File: config.mk
export PLATFORM = sky130hd
export DESIGN_NAME = adder_tree_arbiter_flat
export DESIGN_NICKNAME = d
export VERILOG_FILES = /design/src/rtl/adder_tree_arbiter_pkg.sv /design/src/rtl/adder_tree_arbiter_if.sv /design/src/rtl/adder_tree_arbiter_arb.sv /design/src/rtl/adder_tree_branch.sv /design/src/rtl/adder_tree_arbiter.sv /design/src/flat_wrapper.sv
export SDC_FILE = /design/constraint.sdc
export NUM_CORES = 1
export LEC_CHECK = 0
export CAP_MARGIN = 0
export CORE_AREA = 2 2 175 177
export DETAILED_ROUTE_END_ITERATION = 16
export DIE_AREA = 0 0 177 179
export PLACE_DENSITY = 0.84
export RECOVER_POWER = 100
export SLEW_MARGIN = 5
export SYNTH_ARGS = -nofsm -noshare
export SYNTH_HDL_FRONTEND = slang
export SYNTH_SLANG_ARGS = --single-unit
File: constraint.sdc
create_clock -name clk -period 6.1 [get_ports clk]
set_clock_uncertainty 0.1 [all_clocks]
set_input_delay 0.915 -clock clk [delete_from_list [all_inputs] [get_ports clk]]
set_output_delay 0.915 -clock clk [all_outputs]
set_load 0.01 [all_outputs]
File: src/rtl/adder_tree_arbiter_pkg.sv
// Shared constants and helpers for the shared 8-operand adder tree block.
package adder_tree_pkg;

    localparam int DEFAULT_ADDER_WIDTH = 13;
    localparam int NUM_OPS = 8;

    // Level-select encodings for cfg_levels; every value other than LVL2 sums all eight operands.
    localparam logic [1:0] LVL2 = 2'd2;
    localparam logic [1:0] LVL3 = 2'd3;

    function automatic int id_width(input int n);
        return (n > 1) ? $clog2(n) : 1;
    endfunction

endpackage

File: src/rtl/adder_tree_arbiter_if.sv
// Request/result bus between the adder tree arbiter and its clients.
interface adder_tree_arbiter_if
    import adder_tree_pkg::*;
#(
    parameter int ADDER_WIDTH = DEFAULT_ADDER_WIDTH,
    parameter int NUM_REQ     = 4,
    parameter int ID_W        = id_width(NUM_REQ)
);

    logic [NUM_REQ-1:0]                     req_valid;
    logic [NUM_REQ-1:0]                     req_ready;
    logic [NUM_REQ*NUM_OPS*ADDER_WIDTH-1:0] req_data;
    logic [1:0]                             cfg_levels;
    logic                                   out_valid;
    logic                                   out_ready;
    logic [ADDER_WIDTH+2:0]                 out_sum;
    logic [ID_W-1:0]                        out_id;

    modport master (
        output req_valid, req_data, cfg_levels, out_ready,
        input  req_ready, out_valid, out_sum, out_id
    );

    modport slave (
        input  req_valid, req_data, cfg_levels, out_ready,
        output req_ready, out_valid, out_sum, out_id
    );

endinterface

File: src/rtl/adder_tree_arbiter_arb.sv
// Round-robin arbiter: priority begins just after the last granted requester.
module rr_arbiter #(
    parameter int N = 4,
    localparam int PW = (N > 1) ? $clog2(N) : 1
) (
    input  logic         clk,
    input  logic         rst,
    input  logic [N-1:0] req,
    input  logic         en,
    output logic [N-1:0] grant
);

    logic [PW-1:0] last;
    logic [PW-1:0] next_last;

    always_comb begin
        logic          found;
        logic [PW-1:0] idx;
        grant     = '0;
        next_last = last;
        found     = 1'b0;
        idx       = '0;
        for (int i = 0; i < N; i++) begin
            idx = PW'((int'(last) + 1 + i) % N);
            if (en && !found && req[idx]) begin
                grant[idx] = 1'b1;
                next_last  = idx;
                found      = 1'b1;
            end
        end
    end

    // A grant only goes to a valid requester, so any grant is a completed handshake.
    always_ff @(posedge clk or posedge rst) begin
        if (rst) begin
            last <= PW'(N - 1);
        end else if (|grant) begin
            last <= next_last;
        end
    end

endmodule

File: src/rtl/adder_tree_branch.sv
// One two-input node of the adder tree; the result grows by one bit.
module adder_tree_branch #(
    parameter int ADDER_WIDTH = 13,
    parameter int EXTRA_BITS  = 0
) (
    input  logic [ADDER_WIDTH+EXTRA_BITS-1:0] a,
    input  logic [ADDER_WIDTH+EXTRA_BITS-1:0] b,
    output logic [ADDER_WIDTH+EXTRA_BITS:0]   sum
);

    assign sum = {1'b0, a} + {1'b0, b};

endmodule

File: src/rtl/adder_tree_arbiter.sv
// Shares one pipelined 8-operand adder tree among NUM_REQ requesters:
// arbiter -> operand register (S1) -> tree -> result register (S2).
module adder_tree_arbiter
    import adder_tree_pkg::*;
#(
    parameter int ADDER_WIDTH = DEFAULT_ADDER_WIDTH,
    parameter int NUM_REQ     = 4,
    parameter int ID_W        = id_width(NUM_REQ)
) (
    input  logic                 clk,
    input  logic                 rst,
    adder_tree_arbiter_if.slave  bus,
    output logic                 busy
);

    localparam int W    = ADDER_WIDTH;
    localparam int SW   = W + 3;
    localparam int SETW = NUM_OPS * W;

    logic               s1_valid;
    logic [ID_W-1:0]    s1_id;
    logic [1:0]         s1_levels;
    logic [SETW-1:0]    s1_ops;
    logic               s2_valid;
    logic [SW-1:0]      s2_sum;
    logic [ID_W-1:0]    s2_id;

    logic               s1_load;
    logic               s2_load;
    logic               hs;
    logic [NUM_REQ-1:0] grant;
    logic [SETW-1:0]    sel_ops;
    logic [ID_W-1:0]    sel_id;

    assign s2_load = !s2_valid || bus.out_ready;
    assign s1_load = !s1_valid || s2_load;
    assign hs      = |grant;

    // Holding en low during reset keeps every req_ready at zero while rst is high.
    rr_arbiter #(.N(NUM_REQ)) u_arb (
        .clk   (clk),
        .rst   (rst),
        .req   (bus.req_valid),
        .en    (s1_load && !rst),
        .grant (grant)
    );

    assign bus.req_ready = grant;

    always_comb begin
        sel_ops = '0;
        sel_id  = '0;
        for (int r = 0; r < NUM_REQ; r++) begin
            if (grant[r]) begin
                sel_ops = bus.req_data[r*SETW +: SETW];
                sel_id  = ID_W'(r);
            end
        end
    end

    always_ff @(posedge clk or posedge rst) begin
        if (rst) begin
            s1_valid  <= 1'b0;
            s1_id     <= '0;
            s1_levels <= LVL3;
            s1_ops    <= '0;
        end else if (s1_load) begin
            s1_valid <= hs;
            if (hs) begin
                s1_id     <= sel_id;
                s1_levels <= bus.cfg_levels;
                s1_ops    <= sel_ops;
            end
        end
    end

    logic [W:0]   sum_l1 [4];
    logic [W+1:0] sum_l2 [2];
    logic [W+2:0] sum_l3;
    logic [SW-1:0] tree_sum;

    for (genvar g = 0; g < 4; g++) begin : g_l1
        adder_tree_branch #(.ADDER_WIDTH(W), .EXTRA_BITS(0)) u_br (
            .a   (s1_ops[(2*g)*W +: W]),
            .b   (s1_ops[(2*g+1)*W +: W]),
            .sum (sum_l1[g])
        );
    end

    for (genvar g = 0; g < 2; g++) begin : g_l2
        adder_tree_branch #(.ADDER_WIDTH(W), .EXTRA_BITS(1)) u_br (
            .a   (sum_l1[2*g]),
            .b   (sum_l1[2*g+1]),
            .sum (sum_l2[g])
        );
    end

    adder_tree_branch #(.ADDER_WIDTH(W), .EXTRA_BITS(2)) u_br_l3 (
        .a   (sum_l2[0]),
        .b   (sum_l2[1]),
        .sum (sum_l3)
    );

    assign tree_sum = (s1_levels == LVL2) ? SW'(sum_l2[0]) : sum_l3;

    always_ff @(posedge clk or posedge rst) begin
        if (rst) begin
            s2_valid <= 1'b0;
            s2_sum   <= '0;
            s2_id    <= '0;
        end else if (s2_load) begin
            s2_valid <= s1_valid;
            if (s1_valid) begin
                s2_sum <= tree_sum;
                s2_id  <= s1_id;
            end
        end
    end

    assign bus.out_valid = s2_valid;
    assign bus.out_sum   = s2_sum;
    assign bus.out_id    = s2_id;
    assign busy          = s1_valid || s2_valid;

endmodule

File: src/flat_wrapper.sv
// flat-port wrapper written by rule: the top's interface ports become plain ports
module adder_tree_arbiter_flat import adder_tree_pkg::*;
#(
    parameter int ADDER_WIDTH = DEFAULT_ADDER_WIDTH,
    parameter int NUM_REQ     = 4,
    parameter int ID_W        = id_width(NUM_REQ)
)
  (clk, rst, busy, bus_req_valid, bus_req_data, bus_cfg_levels, bus_out_ready, bus_req_ready, bus_out_valid, bus_out_sum, bus_out_id);
  adder_tree_arbiter_if #(.ADDER_WIDTH(ADDER_WIDTH), .NUM_REQ(NUM_REQ), .ID_W(ID_W)) bus_i ();
  input  logic clk;
  input  logic rst;
  output logic busy;
  input wire logic [$bits(bus_i.req_valid)-1:0] bus_req_valid;
  input wire logic [$bits(bus_i.req_data)-1:0] bus_req_data;
  input wire logic [$bits(bus_i.cfg_levels)-1:0] bus_cfg_levels;
  input wire logic [$bits(bus_i.out_ready)-1:0] bus_out_ready;
  output wire logic [$bits(bus_i.req_ready)-1:0] bus_req_ready;
  output wire logic [$bits(bus_i.out_valid)-1:0] bus_out_valid;
  output wire logic [$bits(bus_i.out_sum)-1:0] bus_out_sum;
  output wire logic [$bits(bus_i.out_id)-1:0] bus_out_id;
  assign bus_i.req_valid = bus_req_valid;
  assign bus_i.req_data = bus_req_data;
  assign bus_i.cfg_levels = bus_cfg_levels;
  assign bus_i.out_ready = bus_out_ready;
  assign bus_req_ready = bus_i.req_ready;
  assign bus_out_valid = bus_i.out_valid;
  assign bus_out_sum = bus_i.out_sum;
  assign bus_out_id = bus_i.out_id;
  adder_tree_arbiter #(.ADDER_WIDTH(ADDER_WIDTH), .NUM_REQ(NUM_REQ), .ID_W(ID_W)) u_core (.clk(clk), .rst(rst), .bus(bus_i), .busy(busy));
endmodule
==> impl_metrics.json, run 1 <==
{
  "status": "finished with violations",
  "violations": "max-capacitance violations, max-slew violations, negative setup slack",
  "cap_violations": 2,
  "initial_core_util_pct": 37.7,
  "dpl_cell_area_um2": 16200,
  "fillers": 2673,
  "port_buffers": 448,
  "postCtsHoldBufs": 0,
  "synthTopCellsByCount": "inv_1, nand2_1, dfrtp_1, nand3_1, nand2b_1",
  "dr_total_vias": 11400,
  "ctsHtreeMaxLevel": 4,
  "crit_fanout": 2,
  "worstSkewPairLatency_ns": 0.44,
  "hpwl_mm": 33.9,
  "seq_area_frac_synth_pct": 28.8,
  "finalSetupViolCount": 1,
  "area_growth_pct": 51.2,
  "synth_edf_count": 0,
  "clock-sinks": 130,
  "synth_fp_nets": 1861,
  "postRouteWirelength_mm": 42.6,
  "grt_use_total_pct": 26.2,
  "fin_crit_ns": 6.16,
  "firstDrtPassIters": 5,
  "grt_pass1_vias": 11400,
  "fp.dieArea_um2": 31700,
  "synth_top_area_share_pct": 27.9,
  "grt_pass1_wl_mm": 63.1,
  "worstSetupPathType": "reg2reg",
  "synth_area_leader_cell": "dfrtp_1",
  "yosys_warnings": 0,
  "antenna_found_initial": 0,
  "cts.path.max_buffers": 2,
  "cp_data_required_time_ns": 6.32,
  "die_w_um": 177,
  "gr-total-overflow": 0,
  "yosysMostFrequentCell": "inv_1",
  "first_iter_violations": 754,
  "wl_per_cell_um": 19.7,
  "die_y_um": 179,
  "drive_gt1_share_pct": 7.82,
  "slew_violations": 132,
  "fin_ws_ns": -0.0617,
  "slew_headroom_pct": -158,
  "finalCritPeriodShare_pct": 101,
  "drc": 0,
  "ios": 449,
  "fp.coreArea_um2": 30000,
  "cts-root-buf": "clkbuf_16",
  "n_antenna_cell": 0,
  "syn_area_um2": 11300,
  "viasPerCell": 5.29,
  "synthArstFlopShare_pct": 100,
  "syn_avg_cell_area_um2": 8.48,
  "rsz0062_at_grt": "true",
  "tightest_slew_ns": 3.85,
  "synth-seq-cells": 130,
  "gp_routability_congestion": 0.924,
  "synth.area.top_cells": "dfrtp_1, fa_1, a22o_1",
  "ant_nets": 0,
  "design_area_um2": 17100,
  "syn_inst": 1333,
  "cp.arrival_ns": 6.39,
  "numCtsBuffers": 17,
  "hold_violations": 0,
  "yosys_most_used_dff": "dfrtp_1",
  "cts_tree": "done",
  "finalNetCount": 2282,
  "fmax_mhz": 162,
  "synthDistinctLibCells": 57,
  "cp-end-kind": "register",
  "grt_start_max_net_pins": 84,
  "row_count": 64,
  "path_clk_slew_ns": 0.06,
  "start_kind": "register",
  "hp-class": "reg2reg"
}
-- path summary, 6_finish.rpt --
kind | from | cells past startpoint | slack, ns | endpoint
hold reg to reg | u_core.bus.out_id[1]$_DFFE_PP0P_ | 2 | 0.37 | u_core.bus.out_id[1]$_DFFE_PP0P_
min in group asynchronous | rst | 2 | 2.07 | u_core.s1_ops[54]$_DFFE_PP0P_
setup reg to reg | u_core.s1_ops[1]$_DFFE_PP0P_ | 22 | -0.06 | u_core.bus.out_sum[13]$_DFFE_PP0P_
max in group asynchronous | rst | 3 | 1.43 | u_core.s1_ops[2]$_DFFE_PP0P_
hold / removal | u_core.bus.out_id[1]$_DFFE_PP0P_ | 2 | 0.37 | u_core.bus.out_id[1]$_DFFE_PP0P_
setup / recovery | u_core.s1_ops[1]$_DFFE_PP0P_ | 22 | -0.06 | u_core.bus.out_sum[13]$_DFFE_PP0P_
-- critical path: stages (launching register included) --
cell and delay (ns):
dfrtp_1 0.38, inv_2 0.05, fa_1 0.55, fa_1 0.43
inv_1 0.08, ha_2 0.19, inv_2 0.04, fa_2 0.34
buf_4 0.14, xnor2_1 0.38, fa_1 0.50, inv_1 0.08
fa_1 0.40, inv_1 0.07, fa_1 0.42, ha_1 0.32
nor2b_1 0.22, o31ai_1 0.14, a211oi_2 0.29, nor3_2 0.08
or3b_4 0.39, a32oi_1 0.20, a21bo_2 0.25
-- final cells by class --
| class | count | area [um^2] | area share, % |
|---|---|---|---|
| well taps | 396 | 495 | 2.90 |
| inverters | 238 | 895 | 5.23 |
| clock buffers | 17 | 425 | 2.49 |
| clock inverters | 13 | 211 | 1.24 |
| repair buffers | 489 | 4820 | 28.2 |
| flip-flops and latches | 130 | 3260 | 19.1 |
| multi-input cells | 878 | 7000 | 40.9 |
-- routing by layer --
layer  track usage (%)  routed length (um)
met1              32.6               17000
met2              46.1               21800
met3              4.45                2480
met4              8.85                1320
met5                 0                   0
-- stage by stage --
stage          TNS (ns)  utilization, %  std cells  hold WS, ns  setup WS (ns)
2_1_floorplan         0               -       1333        0.339         0.0385
3_3_place_gp     -0.127            54.1       2126        0.360         -0.108
3_5_place_dp     -0.509            54.1       2126        0.367         -0.290
4_1_cts          -0.108            56.5       2159        0.383         -0.108
5_1_grt           -1.27            56.9       2161        0.397         -0.249
6_report        -0.0617            56.9       2161        0.375        -0.0617
-- repair_timing --
action,in CTS,in global routing
pin swaps,21,25
endpoints found under the setup margin,4,5
hold endpoints to repair,0,0
gates resized for setup,22,30
setup buffers,3,2
gates cloned,0,0
-- registers in the layout, indices dropped and copies added, names as in the netlist --
| register | flops |
|---|---|
| u_core.bus.out_sum | 16 |
| u_core.s1_id | 2 |
| u_core.bus.out_valid | 1 |
| u_core.bus.out_id | 2 |
| u_core.s1_valid | 1 |
| u_core.s1_levels | 2 |
| u_core.s1_ops | 104 |
| u_core.u_arb.last | 2 |
-- cells by family (layout without fill, tap and decap cells) --
family	count (synthesis)	in the layout	synth area share, %
multiplexers	13	13	1.44
buffers and inverters	325	757	11.3
AO/OA/AOI/OAI	301	301	21.7
XOR/XNOR	18	18	1.39
AND/OR/NAND/NOR	443	443	19.7
adder cells (fa/ha/maj)	103	103	15.6
flip-flops	130	130	28.8
-- placed cells by master (no fill, tap or decap), types with 15 or more instances in the layout --
master	n
clkdlybuf4s50_1	425
inv_1	228
nand2_1	145
dfrtp_1	126
nand3_1	114
nand2b_1	107
a22o_1	106
o2111ai_1	104
fa_1	61
ha_1	33
buf_4	33
dlygate4sd3_1	23
nor2_1	22
a21oi_1	17
clkbuf_16	17
o21ai_0	15
Power of run 1 is left out: the tool's default activity adds up to more than one toggle a clock period on the data nets, which glitch-free logic cannot reach.
==> run 2, diff against run 1 <==
--- a/config.mk
+++ b/config.mk
@@ -5,11 +5,10 @@
 export SDC_FILE = /design/constraint.sdc
 export NUM_CORES = 1
 export LEC_CHECK = 0
-export CAP_MARGIN = 0
 export CORE_AREA = 2 2 175 177
 export DETAILED_ROUTE_END_ITERATION = 16
 export DIE_AREA = 0 0 177 179
-export PLACE_DENSITY = 0.84
+export PLACE_DENSITY_LB_ADDON = 0.2
 export RECOVER_POWER = 100
 export SLEW_MARGIN = 5
 export SYNTH_ARGS = -nofsm -noshare
==> impl_metrics.json, run 2 (same netlist as run 1, synthesis figures left out) <==
{
  "row_count": 64,
  "status": "finished with violations",
  "gr-total-overflow": 0,
  "grt_use_total_pct": 26.1,
  "finalSetupViolCount": 0,
  "layout_commonest_cell": "clkdlybuf4s50_1",
  "wl_per_cell_um": 19.5,
  "postCtsHoldBufs": 0,
  "fp.coreArea_um2": 30000,
  "port_buffers": 448,
  "cts-root-buf": "clkbuf_16",
  "clock-sinks": 130,
  "grt_use_met1_pct": 30.7,
  "finalNetCount": 2287,
  "finalCritPeriodShare_pct": 99.3,
  "viasPerCell": 5.28,
  "cap_violations": 2,
  "worstSetupEndpoint": "u_core.bus.out_sum[13]$_DFFE_PP0P_",
  "tightest_slew_ns": 3.61,
  "slew_violations": 137,
  "grt_start_max_net_pins": 107,
  "violations": "max-capacitance violations, max-slew violations",
  "final_cell_mix": "clkdlybuf4s50_1, inv_1, nand2_1, dfrtp_1, nand3_1",
  "ios": 449,
  "dr_total_vias": 11500,
  "fin_tns_setup_ns": 0,
  "worstSetupPathType": "reg2reg",
  "cts_tree": "done",
  "hp-class": "reg2reg",
  "timing.rr.end": "u_core.bus.out_sum[13]$_DFFE_PP0P_",
  "cp-end-kind": "register",
  "area_growth_pct": 51.9,
  "met2_usage_pct": 47.7,
  "slew_headroom_pct": -141,
  "firstDrtPassIters": 5,
  "numCtsBuffers": 17,
  "crit_fanout": 3,
  "r2r_start": "u_core.s1_ops[27]$_DFFE_PP0P_",
  "hold_violations": 0,
  "die_w_um": 177,
  "cp.arrival_ns": 6.27,
  "dp.cells": 2125,
  "fin_crit_ns": 6.06,
  "multiInputGateArea_um2": 7050,
  "fin_cells": 2169,
  "path_clk_slew_ns": 0.06,
  "whs_ns": 0.377,
  "hpwl_mm": 33.0,
  "rrSetupSlack_ns": 0.04,
  "die_y_um": 179,
  "gp_routability_congestion": 0.918,
  "first_iter_violations": 591,
  "drive_gt1_share_pct": 8.35,
  "ctsHtreeMaxLevel": 4,
  "ant_nets": 0,
  "initial_core_util_pct": 37.7,
  "fillers": 2732,
  "postRouteWirelength_mm": 42.2,
  "worstSkewPairLatency_ns": 0.43,
  "drc": 0,
  "fp.dieArea_um2": 31700,
  "largest_reg_flops": 104,
  "grt_pass1_wl_mm": 63.2,
  "seqCellArea_um2": 3260,
  "cts.path.max_buffers": 2,
  "crit_start": "u_core.s1_ops[27]$_DFFE_PP0P_",
  "fmax_mhz": 165,
  "grt_pass1_vias": 11500,
  "start_kind": "register",
  "cp_data_required_time_ns": 6.31,
  "use_met3_pct": 4.26,
  "antenna_found_initial": 1,
  "rsz0062_at_grt": "true",
  "regMostFlops": "u_core.s1_ops",
  "grt.busiest_layer": "met2",
  "rr_worst_depth": 26
}
-- run 2: cell count changes in the layout (fill, tap and decap cells not counted), moves of 2 or more --
cell | before | now
buf_4 | 33 | 40
a21oi_2 | 3 | 6
inv_2 | 9 | 6
a21oi_1 | 17 | 15
bufinv_16 | 5 | 3
clkbuf_4 | 2 | 0
clkbuf_8 | 0 | 2
clkinv_2 | 1 | 3
inv_1 | 228 | 230
xor2_1 | 4 | 2
xor2_2 | 1 | 3
-- run 2: worst min path at each step --
stage | from | endpoint | slack (ns) | cells after the start
floorplan | u_core.s1_id[0]$_DFFE_PP0P_ | u_core.bus.out_id[0]$_DFFE_PP0P_ | 0.34 | 2
global placement | u_core.s1_id[0]$_DFFE_PP0P_ | u_core.bus.out_id[0]$_DFFE_PP0P_ | 0.35 | 2
detailed placement | u_core.s1_id[1]$_DFFE_PP0P_ | u_core.bus.out_id[1]$_DFFE_PP0P_ | 0.37 | 2
CTS | u_core.s1_id[1]$_DFFE_PP0P_ | u_core.bus.out_id[1]$_DFFE_PP0P_ | 0.38 | 2
global route | u_core.bus.out_sum[5]$_DFFE_PP0P_ | u_core.bus.out_sum[5]$_DFFE_PP0P_ | 0.41 | 2
finish | u_core.bus.out_sum[8]$_DFFE_PP0P_ | u_core.bus.out_sum[8]$_DFFE_PP0P_ | 0.38 | 2
-- run 2: cell type report --
class	count	area share [%]
Antenna cell	1	0.0146
Clock buffer	20	2.66
Clock inverter	12	0.918
Inverter	238	5.22
Multi-Input combinational cell	878	41.1
Sequential cell	130	19.0
Tap cell	396	2.89
Timing Repair Buffer	494	28.3
-- run 2: timing repair --
action / CTS / global route
buffers inserted: 7 / 4
gates resized for setup: 23 / 40
setup endpoints to repair: 4 / 8
pin swaps: 21 / 29
-- run 2: per-layer routing --
layer | routed length [um] | up-vias
met5 | 0 | -
met4 | 1320 | 0
met3 | 2170 | 71
met2 | 22200 | 391
met1 | 16500 | 5552
li1 | - | 5442
-- run 2: worst max-delay path: stages (launching register included) --
cell	delay (ns)
dfrtp_1	0.36
inv_2	0.05
fa_1	0.55
fa_1	0.41
inv_1	0.07
ha_2	0.18
inv_2	0.04
fa_2	0.36
nor2b_2	0.14
o21ai_2	0.07
a21o_1	0.20
buf_6	0.13
a211oi_4	0.24
nor3_2	0.08
nor2_2	0.13
fa_2	0.46
fa_1	0.52
inv_1	0.05
fa_1	0.48
inv_2	0.05
ha_4	0.21
or3_1	0.33
o21ai_1	0.12
buf_4	0.17
o21bai_1	0.07
a32oi_1	0.16
a21bo_2	0.24
-- run 2: stage by stage --
step / setup slack [ns] / instance area [um^2] / utilization, %
6_report: 0.0435 / 17200 / 57.2
5_1_grt: -0.234 / 17200 / 57.2
4_1_cts: -0.0905 / 17000 / 56.5
3_5_place_dp: -0.300 / 16200 / 54.0
3_3_place_gp: -0.117 / 16200 / 54.0
2_1_floorplan: 0.0385 / 11300 / -
Power of run 2 is left out for the same reason.
==> run 3, diff against run 2 <==
--- a/config.mk
+++ b/config.mk
@@ -5,6 +5,7 @@
 export SDC_FILE = /design/constraint.sdc
 export NUM_CORES = 1
 export LEC_CHECK = 0
+export ABC_AREA = 1
 export CORE_AREA = 2 2 175 177
 export DETAILED_ROUTE_END_ITERATION = 16
 export DIE_AREA = 0 0 177 179
==> impl_metrics.json, run 3 <==
{
  "status": "finished with violations",
  "violations": "max-capacitance violations, max-slew violations",
  "n_antenna_cell": 0,
  "path_delay_family": "adder cells",
  "design_area_um2": 17600,
  "syn_inst": 1838,
  "syn_area_um2": 12300,
  "grt_pass1_vias": 13000,
  "rrSetupSlack_ns": 0.22,
  "hp-class": "reg2reg",
  "pre_cts_ws_ns": 0.0649,
  "finalCritPeriodShare_pct": 96.3,
  "cts.path.max_buffers": 2,
  "grt_pass1_wl_mm": 69.3,
  "synthTopCellsByCount": "nand2_1, nand3_1, inv_1, a21oi_1, nor2_1",
  "synth_edf_count": 0,
  "max_stage_delay_ns": 0.54,
  "synth_top_area_share_pct": 25.6,
  "worstSetupPathType": "reg2reg",
  "viasPerCell": 5.10,
  "cp.arrival_ns": 6.08,
  "fp.coreArea_um2": 30000,
  "cts-root-buf": "clkbuf_16",
  "synth.area.top_cells": "dfrtp_1, nand3_1, nand2_1",
  "crit_buf_inv": 6,
  "row_count": 64,
  "grt_use_total_pct": 28.2,
  "fin_ws_ns": 0.223,
  "antenna_found_initial": 1,
  "layout_commonest_cell": "clkdlybuf4s50_1",
  "finalNetCount": 2754,
  "fin_crit_ns": 5.88,
  "hpwl_mm": 35.4,
  "die_y_um": 179,
  "initial_core_util_pct": 41.0,
  "largest_reg_flops": 104,
  "yosys_most_used_dff": "dfrtp_1",
  "crit_fanout": 5,
  "start_kind": "register",
  "seq_area_frac_synth_pct": 26.5,
  "synth_fp_nets": 2366,
  "ant_nets": 0,
  "synth-seq-cells": 130,
  "cap_violations": 2,
  "tightest_slew_ns": 3.36,
  "fp.dieArea_um2": 31700,
  "wl_per_cell_um": 17.2,
  "dr_total_vias": 13400,
  "hold_violations": 0,
  "finalSetupViolCount": 0,
  "fillers": 2907,
  "slew_headroom_pct": -124,
  "synthDistinctLibCells": 43,
  "first_iter_violations": 939,
  "gp_routability_congestion": 0.901,
  "numCtsBuffers": 17,
  "fmax_mhz": 170,
  "postRouteWirelength_mm": 45.2,
  "ios": 449,
  "yosys_warnings": 0,
  "cp-end-kind": "register",
  "synthArstFlopShare_pct": 100,
  "rsz0062_at_grt": "true",
  "grt_start_max_net_pins": 106,
  "clock-sinks": 130,
  "cp_data_required_time_ns": 6.30,
  "area_growth_pct": 43.3,
  "synth_area_leader_cell": "dfrtp_1",
  "firstDrtPassIters": 5,
  "syn_avg_cell_area_um2": 6.69,
  "slowest_stage": "fa_1",
  "final_cell_mix": "clkdlybuf4s50_1, nand2_1, nand3_1, inv_1, a21oi_1",
  "drive_gt1_share_pct": 6.03,
  "drc": 0,
  "gr-total-overflow": 0,
  "path_clk_slew_ns": 0.06,
  "regMostFlops": "u_core.s1_ops",
  "ctsHtreeMaxLevel": 4,
  "dpl_cell_area_um2": 17000,
  "yosysMostFrequentCell": "nand2_1",
  "slew_violations": 169,
  "postCtsHoldBufs": 0,
  "worstSkewPairLatency_ns": 0.42,
  "port_buffers": 448,
  "die_w_um": 177,
  "cts_tree": "done"
}
-- run 3: cell type report --
type                       count  area (um^2)  area share (%)
multi-input combinational   1332         7630            43.3
timing repair buffer         470         4640            26.3
sequential                   130         3260            18.5
inverter                     275         1040            5.88
tap                          396          495            2.81
clock buffer                  22          464            2.63
clock inverter                 9          106           0.603
-- run 3: layer usage --
metal / track usage, % / vias up / share of wire [%]
li1: - / 6551 / -
met1: 35.5 / 6293 / 41
met2: 49.1 / 516 / 50
met3: 4.83 / 79 / 6.2
met4: 9.37 / 2 / 3.1
met5: 0 / - / 0.029
-- run 3: final timing paths --
check / startpoint / end / cells past startpoint
min in group asynchronous: rst / u_core.s1_ops[52]$_DFFE_PP0P_ / 3
worst min register to register: u_core.bus.out_sum[3]$_DFFE_PP0P_ / u_core.bus.out_sum[3]$_DFFE_PP0P_ / 2
worst max register to register: u_core.s1_ops[27]$_DFFE_PP0P_ / u_core.bus.out_sum[14]$_DFFE_PP0P_ / 26
max in group asynchronous: rst / u_core.s1_ops[99]$_DFFE_PP0P_ / 4
worst max-delay path: u_core.s1_ops[27]$_DFFE_PP0P_ / u_core.bus.out_sum[14]$_DFFE_PP0P_ / 26
worst min-delay path: u_core.bus.out_sum[3]$_DFFE_PP0P_ / u_core.bus.out_sum[3]$_DFFE_PP0P_ / 2
-- run 3: logic make-up after synthesis --
kind of cell / Yosys count / synth area share, %
simple gates: 1033 / 38.3
xor+xnor: 12 / 0.854
flops: 130 / 26.5
buf+inv: 376 / 12.1
compound gates: 184 / 7.85
fa+ha+maj: 103 / 14.4
-- run 3: stage by stage --
step	setup TNS [ns]	hold slack [ns]	instances	util (%)
6_report	0	0.381	2634	58.7
5_1_grt	-0.0319	0.397	2634	58.7
4_1_cts	0	0.385	2633	58.6
3_5_place_dp	0	0.371	2602	56.7
3_3_place_gp	0	0.361	2602	56.7
2_1_floorplan	0	0.343	1838	-
-- run 3: what timing repair did --
item                       4_1_cts  5_1_grt
setup endpoints to repair        0        7
resized for setup                0       17
buffers inserted                 0        1
-- run 3: worst min-delay path: cells and delay by family, from the launching register on --
| kind | cells | cell delay (ns) |
|---|---|---|
| flops | 1 | 0.34 |
| simple gates | 2 | 0.10 |
Power of run 3 is left out for the same reason.
